--- src/rtl/xadc_drp_scheduler.sv ---
// Round-robin DRP read sequencer for the XADC auxiliary channels in continuous-sequence mode.
// Define XADC_SCHED_AVG_EN to store a two-sample running average instead of the raw reading.
module xadc_drp_scheduler #(
    parameter logic [6:0]  ADDR0   = 7'h1E,
    parameter logic [6:0]  ADDR1   = 7'h17,
    parameter logic [6:0]  ADDR2   = 7'h1F,
    parameter logic [6:0]  ADDR3   = 7'h16,
    parameter int unsigned TIMEOUT = 63
) (
    input  logic        clk,
    input  logic        rst_n,
    input  logic [3:0]  en_mask,
    input  logic        eoc,
    input  logic        drdy,
    input  logic [15:0] do_in,
    output logic        den,
    output logic [6:0]  daddr,
    output logic [47:0] result,
    output logic [3:0]  valid,
    output logic        scan_done,
    output logic        timeout_err,
    output logic        overrun
);

    typedef enum logic [1:0] {StIdle, StIssue, StWait, StStore} state_e;

    // Last WAIT cycle before the read is abandoned; WAIT lasts at most TIMEOUT cycles.
    localparam logic [7:0] TimeoutLast = 8'(TIMEOUT - 1);

    state_e           state_q;
    logic [1:0]       slot_q;
    logic [3:0]       scan_mask_q;
    logic [7:0]       cnt_q;
    logic [3:0][11:0] res_q;

    logic [1:0]  first_slot;
    logic [1:0]  next_slot;
    logic        next_found;
    logic [11:0] sample;
    logic [11:0] store_val;
    logic        unused_do_lsb;

    function automatic logic [6:0] slot_addr(input logic [1:0] s);
        logic [6:0] a;
        case (s)
            2'd0:    a = ADDR0;
            2'd1:    a = ADDR1;
            2'd2:    a = ADDR2;
            default: a = ADDR3;
        endcase
        return a;
    endfunction

    assign result        = res_q;
    assign sample        = do_in[15:4];
    assign unused_do_lsb = ^do_in[3:0];

    always_comb begin
        first_slot = 2'd0;
        for (int i = 3; i >= 0; i--) begin
            if (en_mask[i]) first_slot = 2'(i);
        end
        next_found = 1'b0;
        next_slot  = 2'd0;
        for (int i = 3; i >= 0; i--) begin
            if (scan_mask_q[i] && (i > int'(slot_q))) begin
                next_found = 1'b1;
                next_slot  = 2'(i);
            end
        end
    end

`ifdef XADC_SCHED_AVG_EN
    logic [12:0] avg_sum;
    assign avg_sum   = {1'b0, res_q[slot_q]} + {1'b0, sample} + 13'd1;
    assign store_val = valid[slot_q] ? avg_sum[12:1] : sample;
`else
    assign store_val = sample;
`endif

    always_ff @(posedge clk or negedge rst_n) begin
        if (!rst_n) begin
            state_q     <= StIdle;
            slot_q      <= 2'd0;
            scan_mask_q <= 4'd0;
            cnt_q       <= 8'd0;
            res_q       <= '0;
            den         <= 1'b0;
            daddr       <= ADDR0;
            valid       <= 4'd0;
            scan_done   <= 1'b0;
            timeout_err <= 1'b0;
            overrun     <= 1'b0;
        end else begin
            den       <= 1'b0;
            scan_done <= 1'b0;
            if (eoc && (state_q != StIdle)) overrun <= 1'b1;
            case (state_q)
                StIdle: begin
                    if (eoc && (en_mask != 4'd0)) begin
                        scan_mask_q <= en_mask;
                        valid       <= valid & en_mask;
                        slot_q      <= first_slot;
                        daddr       <= slot_addr(first_slot);
                        den         <= 1'b1;
                        state_q     <= StIssue;
                    end
                end
                StIssue: begin
                    cnt_q   <= 8'd0;
                    state_q <= StWait;
                end
                StWait: begin
                    if (drdy) begin
                        res_q[slot_q] <= store_val;
                        valid[slot_q] <= 1'b1;
                        state_q       <= StStore;
                    end else if (cnt_q == TimeoutLast) begin
                        // Slot abandoned: keep its previous result and valid bit.
                        timeout_err <= 1'b1;
                        state_q     <= StStore;
                    end else begin
                        cnt_q <= cnt_q + 8'd1;
                    end
                end
                StStore: begin
                    if (next_found) begin
                        slot_q  <= next_slot;
                        daddr   <= slot_addr(next_slot);
                        den     <= 1'b1;
                        state_q <= StIssue;
                    end else begin
                        scan_done <= 1'b1;
                        state_q   <= StIdle;
                    end
                end
                default: state_q <= StIdle;
            endcase
        end
    end

endmodule
--- config.mk ---
export PLATFORM = sky130hd
export DESIGN_NAME = xadc_drp_scheduler
export DESIGN_NICKNAME = d
export VERILOG_FILES = /design/src/rtl/xadc_drp_scheduler.sv
export SDC_FILE = /design/constraint.sdc
export NUM_CORES = 1
export LEC_CHECK = 0
export CAP_MARGIN = 25
export CORE_MARGIN = 4
export CORE_UTILIZATION = 45
export DETAILED_ROUTE_END_ITERATION = 7
export GPL_TIMING_DRIVEN = 0
export PLACE_DENSITY = 0.77
export SYNTH_ARGS = -nofsm -noshare
export SYNTH_HDL_FRONTEND = slang
export SYNTH_SLANG_ARGS = --single-unit
--- constraint.sdc ---
create_clock -name clk -period 2.5 [get_ports clk]
set_input_delay 0.375 -clock clk [delete_from_list [all_inputs] [get_ports clk]]
set_output_delay 0.375 -clock clk [all_outputs]
set_load 0.02 [all_outputs]
== Yosys cells after proc, flatten, opt, wreduce, memory -nomap -nowiden ==
Cells that the tools add are included.

* $add $sub $neg: 1
* Eq/ne operators: 14
* Bitwise operators: 3
* Reduce and logical (&&, ||, !) cells: 21
* Magnitude comparators: 5
* Muxes and demuxes: 39

{| class="wikitable"
|+ Operator list
! kind !! count
|-
| $bwmux 48 || 1
|-
| $demux 12 s2 || 1
|-
| $mux 2 || 12
|-
| $pmux 4 s3 || 2
|-
| $mux 8 || 2
|-
| $pmux 8 s2 || 1
|-
| $mux 7 || 2
|-
| $pmux 7 s2 || 1
|-
| $mux 12 || 1
|-
| $reduce_and 3->1 || 4
|-
| $ne 2x2->1 const B || 5
|-
| $mux 1 || 9
|-
| $add 8x1->8 const B || 1
|-
| $eq 2x2->1 const B || 4
|-
| $eq 8x6->1 const B || 1
|-
| $mux 4 || 2
|-
| $pmux 2 s4 || 1
|-
| $pmux 4 s2 || 1
|-
| $reduce_bool 2->1 || 4
|-
| $eq 2x1->1 const B || 3
|-
| $logic_and 1x1->1 || 6
|-
| $logic_not 2->1 || 3
|-
| $reduce_and 2->1 || 3
|-
| $and 4x4->4 || 1
|-
| other kinds (11) || 12
|}

* Output and inout bits: 63
* Bits of input ports: 24
* Bits in registers: 79
* Logic and storage cells: 97

== Depth between registers and ports, before layout ==
Gate-level depths: netlist of the first run.

* Depth after elaboration: 9
* Gate-level depth with buffers: 7
* Mapped depth without buffers: 6

== Worst setup path before layout of the first run ==
OpenSTA, ideal clock, no wires.

* Kind: flip-flop to flip-flop
* Start: register state_q[0]
* End: register res_q, in the netlist result[11]
* Setup time: 125 ps
* Cell stages (with the launch flop): 7
* Path buffers: 1
* Clock period less this slack: 1760 ps
* Setup slack: 740 ps
* Arrival: 1635 ps
* Required time: 2375 ps
* Cell sequence: dfrtp_1 inv_1 ha_1 nand2_1 nor3_1 buf_2 mux2_2

* Cells in the longest elaborated chain, start to end: 2

{| class="wikitable"
|+ Ends and longest elaborated chain
! item !! line !! source
|-
| from (decl) || 30 || <nowiki>state_e state_q;</nowiki>
|-
| from (signal assigned) || 83 || <nowiki>state_q <= StIdle;</nowiki>
|-
| from (signal assigned) || 106 || <nowiki>state_q <= StIssue;</nowiki>
|-
| from (signal assigned) || 111 || <nowiki>state_q <= StWait;</nowiki>
|-
| $eq 2x2->1 || 98 || <nowiki>case (state_q)</nowiki>
|-
| $reduce_and 2->1 (no line) || n/a ||
|-
| to (signal, indexed assignment) || 115 || <nowiki>res_q[slot_q] <= store_val;</nowiki>
|-
| to (decl) || 34 || <nowiki>logic [3:0][11:0] res_q;</nowiki>
|}

No other way between the ends.
A chain may end at the register's enable or synchronous reset.

== Worst setup path in the final report of the first run ==
* Start: register state_q[0]
* End: register res_q, in the netlist result[4]

Same word-level chain as after synthesis.

==> results of run 1 <==
## worst max-delay path: cells and delay by family (launching register included)
family	cells	cell delay, ns
flip-flops	1	0.42
buffers and inverters	2	0.52
multiplexers	1	0.37
AND/OR/NAND/NOR	2	0.45
adder cells (fa/ha/maj)	1	0.22
## layout by cell type (no fill, tap or decap), types with 7 or more instances in the layout
cell	count
inv_1	7
ha_1	7
mux2_2	34
mux2_1	16
o31ai_1	7
clkbuf_8	10
nor2_1	8
nand2_1	12
nand3_1	7
o21ai_0	7
clkdlybuf4s50_1	76
buf_4	7
dfrtp_1	72
a21oi_1	7
## sequential cells by signal, indices dropped and copies added (netlist names)
register / count
result: 48
timeout_err: 1
cnt_q: 8
overrun: 1
valid: 4
state_q: 2
daddr: 2
scan_mask_q: 3
slot_q: 2
scan_done: 1
den: 1
## cell usage after synthesis (5+ instances only)
cell type  instances
nand2b_1           5
nand2_1           12
inv_1              7
mux2_2            34
ha_1               7
buf_2              6
mux2_1            16
o31ai_1            7
nand3_1            7
nor2_1             8
buf_4              6
dfrtp_1           72
a21oi_1            7
o21ai_0            7
## power breakdown
part           internal (mW)  switching, mW
Sequential              1.66          0.293
Combinational           1.28           1.26
Clock                  0.592          0.438
## layout make-up
type / count / area, µm²
fillers: 566 / 2520
flip-flops and latches: 73 / 1830
multi-input cells: 160 / 1330
repair buffers: 77 / 768
clock buffers: 10 / 138
well taps: 96 / 120
clock inverters: 6 / 90.1
plain buffers: 14 / 83.8
inverters: 8 / 30.0
## worst max-delay path by stage
stage               startpoint    endpoint  slack (ns)  cells after the start
finish              state_q[0]   result[4]        0.41                      6
floorplan           state_q[0]  result[11]        0.74                      6
detailed placement        drdy   result[4]        0.19                      5
CTS                 state_q[0]   result[4]        0.41                      6
global route        state_q[0]   result[4]        0.29                      6
global placement         rst_n  result[15]       -1.38                      1
## routing by layer
| metal | vias up | routed length (µm) | global-route usage |
|---|---|---|---|
| met1 | 1155 | 3310 | 0.233 |
| li1 | 1085 | - | - |
| met5 | - | 0 | 0 |
| met4 | 0 | 94 | 0.0708 |
| met3 | 12 | 400 | 0.0434 |
| met2 | 81 | 3230 | 0.251 |
## per-stage QoR
| step | hold WS [ns] | util |
|---|---|---|
| after global placement | 0.443 | 0.602 |
| after global routing | 0.215 | 0.635 |
| after CTS | 0.184 | 0.635 |
| after detailed placement | 0.445 | 0.602 |
| after floorplan | 0.0794 | - |
| final | 0.156 | 0.635 |
## kinds of logic after synthesis
kind of cell	Yosys count	synth area share
xor gates and xnor gates	1	0.00269
muxes	54	0.190
buffers and inverters	22	0.0350
and+or+nand+nor	51	0.0895
AOI/OAI and AO/OA	42	0.0926
adders and majority gates	7	0.0269
other	2	0.00231
DFF	73	0.561
==> flow_metrics.tcl, run 1 <==
set metrics [dict create \
    outcome "complete, no violations" \
    wl_per_cell_um 15.8 \
    drc 0 \
    io_pins 87 \
    port_buffers 77 \
    slowest_delay_ns 0.42 \
    synth_top_area_frac 0.553 \
    synthCells 252 \
    cts-htree-levels 3 \
    routabilityCongestion 0.887 \
    reg2regPathDepth 6 \
    async_reset_ff_frac 1.00 \
    dpl.hpwl_mm 5.02 \
    yosysUniqueCellTypes 51 \
    ant_nets 0 \
    p_total_mw 5.52 \
    path_class "register to register" \
    diodes 0 \
    place_area_um2 4160 \
    fp-row-count 30 \
    grt_antenna_before_repair 0 \
    overflow 0 \
    crit_chain "inv_1 > ha_1 > nand2_1 > nor3_1 > buf_2 > mux2_2" \
    drive_gt1_frac 0.216 \
    die_w_um 93.1 \
    grt_max_degree 74 \
    synth-seq-cells 73 \
    yosysSeqAreaShare 0.561 \
    worst_pin_slew_ns 0.903 \
    grt_use_total 0.168 \
    dp_slack_ns 0.188 \
    drtIter0Drc 61 \
    cts-buffers-inserted 9 \
    die_h_um 93.1 \
    dp.cells 428 \
    cts_tree "built" \
    floorplan.core_area_um2 6910 \
    final_cell_count_no_fill 444 \
    hold_path.class "input port to async pin" \
    clkTransAtPathRegs_ns 0.08 \
    synth_flop_cell "dfrtp_1" \
    critPathRequiredTime_ns 2.73 \
    finalSetupViolations 0 \
    cp-start-kind "register" \
    initial_core_util 0.472 \
    ys_warn_count 0 \
    post_cts_resized 0 \
    hold_viol_final 0 \
    postCtsSetupBuffers 0 \
    tns_ns 0 \
    cts_root_buf "clkbuf_8" \
    syn-cell-area_um2 3260 \
    vias 2333 \
    synth_top_cell_by_area "dfrtp_1" \
    dieArea_um2 8660 \
    viasPerCell 5.25 \
    crit_slowest_cell "dfrtp_1" \
    peakVddDrop_uv 656 \
    fmax_mhz 478 \
    end_kind "register" \
    relSlewSlack 0.398 \
    grt_pass1_wl_mm 11.4 \
    layout.nets 374 \
    syn_to_final_growth_pct 34.6 \
    worstReg2RegEnd "result[4]" \
    maxCapViolCount 0 \
    leakage_nw 1.92 \
    r2r_start "state_q[0]" \
    drt_wl_total_mm 7.03 \
    synth-edff-count 0 \
    power_density_nw_per_um2 1260 \
    finClkSkew_ns 0.00915 \
    grt_pass1_vias 2262 \
    rsz0062_at_grt "false" \
    r2r_setup_slack_ns 0.41 \
    clock_latency_ns 0.34 \
    avgSynthCellArea_um2 12.9 \
    path_max_fanout 10 \
    design_area_um2 4380 \
    arrival_ns 2.32 \
    cts_buffer_depth 2 \
    ctsHoldBuffers 0 \
    final_max_slew_viol_count 0 \
    post-route-period-util 0.836 \
    layout_setup_ws_ns 0.409 \
    yosys-top-cells-area "dfrtp_1 (55%), mux2_2 (12%), mux2_1 (5.5%)" \
    clkSinkCount 73 \
    min_period_ns 2.09 \
    dr.pass1.iters 4 \
]
No activity file was read; power rests on OpenSTA's default activity.
==> run 2: changes to the inputs <==
--- a/config.mk
+++ b/config.mk
@@ -7,10 +7,10 @@
 export LEC_CHECK = 0
 export CAP_MARGIN = 25
 export CORE_MARGIN = 4
-export CORE_UTILIZATION = 45
+export CORE_UTILIZATION = 44
 export DETAILED_ROUTE_END_ITERATION = 7
 export GPL_TIMING_DRIVEN = 0
-export PLACE_DENSITY = 0.77
+export PLACE_DENSITY = 0.79
 export SYNTH_ARGS = -nofsm -noshare
 export SYNTH_HDL_FRONTEND = slang
 export SYNTH_SLANG_ARGS = --single-unit
==> constraint.sdc (replaced) <==
create_clock -name clk -period 1.7 [get_ports clk]
set_input_delay 0.255 -clock clk [delete_from_list [all_inputs] [get_ports clk]]
set_output_delay 0.255 -clock clk [all_outputs]
set_load 0.02 [all_outputs]
==> flow_metrics.tcl, run 2 (synthesized netlist as in run 1, its figures left out) <==
set metrics [dict create \
    path_class "register to register" \
    clock_latency_ns 0.33 \
    drive_gt1_frac 0.301 \
    syn_to_final_growth_pct 41.5 \
    fmax_mhz 589 \
    largest_reg_flops 48 \
    final_common_cell "clkdlybuf4s50_1" \
    floorplan.core_area_um2 7210 \
    routabilityCongestion 0.871 \
    final_cell_count_no_fill 458 \
    dpl.hpwl_mm 5.14 \
    post-route-period-util 0.999 \
    reg2regPathDepth 6 \
    cts-htree-levels 3 \
    hold_viol_final 0 \
    relSlewSlack 0.396 \
    critPathRequiredTime_ns 1.92 \
    cts_tree "built" \
    io_pins 87 \
    grt_max_degree 74 \
    cts_root_buf "clkbuf_8" \
    drtIter0Drc 155 \
    p_switching_mw 3.06 \
    post-route-util 0.639 \
    tns_ns 0 \
    grt_use_total 0.176 \
    worstReg2RegEnd "result[23]" \
    overflow 0 \
    r2r_start "state_q[0]" \
    hold_path.class "input port to async pin" \
    rsz0062_at_grt "true" \
    cp-start-kind "register" \
    arrival_ns 1.92 \
    clkTransAtPathRegs_ns 0.07 \
    power_density_nw_per_um2 1810 \
    die_h_um 94.0 \
    initial_core_util 0.451 \
    drc 0 \
    drt_wl_total_mm 7.49 \
    dr.pass1.iters 4 \
    min_period_ns 1.70 \
    fp-row-count 31 \
    clkPwrFrac 0.153 \
    leakage_nw 2.04 \
    vias 2390 \
    r2r_setup_slack_ns 0.002 \
    crit_chain "inv_2 > ha_4 > nand2_4 > or3_4 > clkbuf_16 > mux2_4" \
    crit_slowest_cell "dfrtp_1" \
    swShare 0.366 \
    grt_pass1_wl_mm 12.0 \
    p_seq_frac 0.345 \
    p_total_mw 8.36 \
    cts-buffers-inserted 9 \
    grt_pass1_vias 2382 \
    slowest_delay_ns 0.40 \
    viasPerCell 5.22 \
    ant_nets 0 \
    finClkSkew_ns 0.00569 \
    p_int_mw 5.30 \
    path_max_fanout 5 \
    dieArea_um2 8840 \
    grt_antenna_before_repair 0 \
    diodes 0 \
    clkSinkCount 73 \
    finalSetupViolations 0 \
    cts_buffer_depth 2 \
    dp.cells 431 \
    fillers 558 \
    worst_pin_slew_ns 0.906 \
    port_buffers 77 \
    peakVddDrop_uv 914 \
    most-common-layout-cells "clkdlybuf4s50_1 (74), dfrtp_1 (72), mux2_2 (34)" \
    wl_per_cell_um 16.3 \
    p_comb_frac 0.502 \
    holdWs_ns 0.0506 \
    outcome "complete, no violations" \
    die_w_um 94.0 \
    maxCapViolCount 0 \
    end_kind "register" \
    layout.nets 386 \
    final_max_slew_viol_count 0 \
]
==> run 2: changes by cell type in the layout (fill, tap and decap cells not counted), sizes merged <==
cell and change:
dlygate4sd2 +1, bufinv -1, clkdlybuf4s50 -2, clkinvlp +2
dlymetal6s2s +1, clkinv -1, inv -1, buf +12
==> run 2: power by group through the flow <==
stage / Sequential [mW] / Clock (mW) / Combinational [mW]
2_1_floorplan: 3.55 / 0 / 1.44
3_3_place_gp: 2.88 / 0 / 3.66
3_5_place_dp: 2.89 / 0 / 3.77
4_1_cts: 2.87 / 1.32 / 3.89
5_1_grt: 2.99 / 1.41 / 4.48
6_report: 2.88 / 1.28 / 4.20
==> run 2: how the worst max path moves through the flow <==
stage | startpoint | to | slack (ns) | cells after the start
4_1_cts | state_q[0] | result[19] | -0.02 | 6
2_1_floorplan | state_q[0] | result[11] | 0.02 | 6
3_3_place_gp | rst_n | slot_q[0] | -2.05 | 1
3_5_place_dp | drdy | result[7] | -0.43 | 5
6_report | state_q[0] | result[23] | 0.002 | 6
5_1_grt | state_q[0] | result[23] | -0.07 | 6
==> run 2: final cells by class <==
type,count,area (µm²),share of cell area
repair buffers,90,885,0.192
clock buffers,10,128,0.0277
flip-flops and latches,73,1830,0.397
plain buffers,13,115,0.0250
well taps,99,124,0.0269
clock inverters,5,57.6,0.0125
inverters,8,30.0,0.00652
multi-input cells,160,1440,0.313
==> run 2: metrics by stage <==
| stage | worst slack [ns] | instance area [µm²] |
|---|---|---|
| after global routing | -0.0651 | 4610 |
| final | 0.00211 | 4610 |
| after floorplan | 0.0187 | 3280 |
| after CTS | -0.0163 | 4430 |
| after global placement | -2.05 | 4170 |
| after detailed placement | -0.428 | 4170 |
==> run 2: what timing repair did <==
item | CTS | global route
cloned | 0 | 1
endpoints found under the setup margin | 48 | 55
resized for setup | 11 | 28
hold buffers | 0 | 0
pin swaps | 2 | 5
buffers inserted | 5 | 7
==> run 2: critical path: cells and delay by family, from the launching register on <==
family                   cells  cell delay [ns]
multiplexers                 1             0.29
flip-flops                   1             0.40
AND/OR/NAND/NOR              2             0.43
adder cells (fa/ha/maj)      1             0.18
buffers and inverters        2             0.28
==> run 2: per-layer routing <==
layer / part of all wire / GRT usage
met1: 0.44 / 0.235
met2: 0.49 / 0.279
met3: 0.065 / 0.0513
met4: 0.0071 / 0.0469
met5: 0 / 0
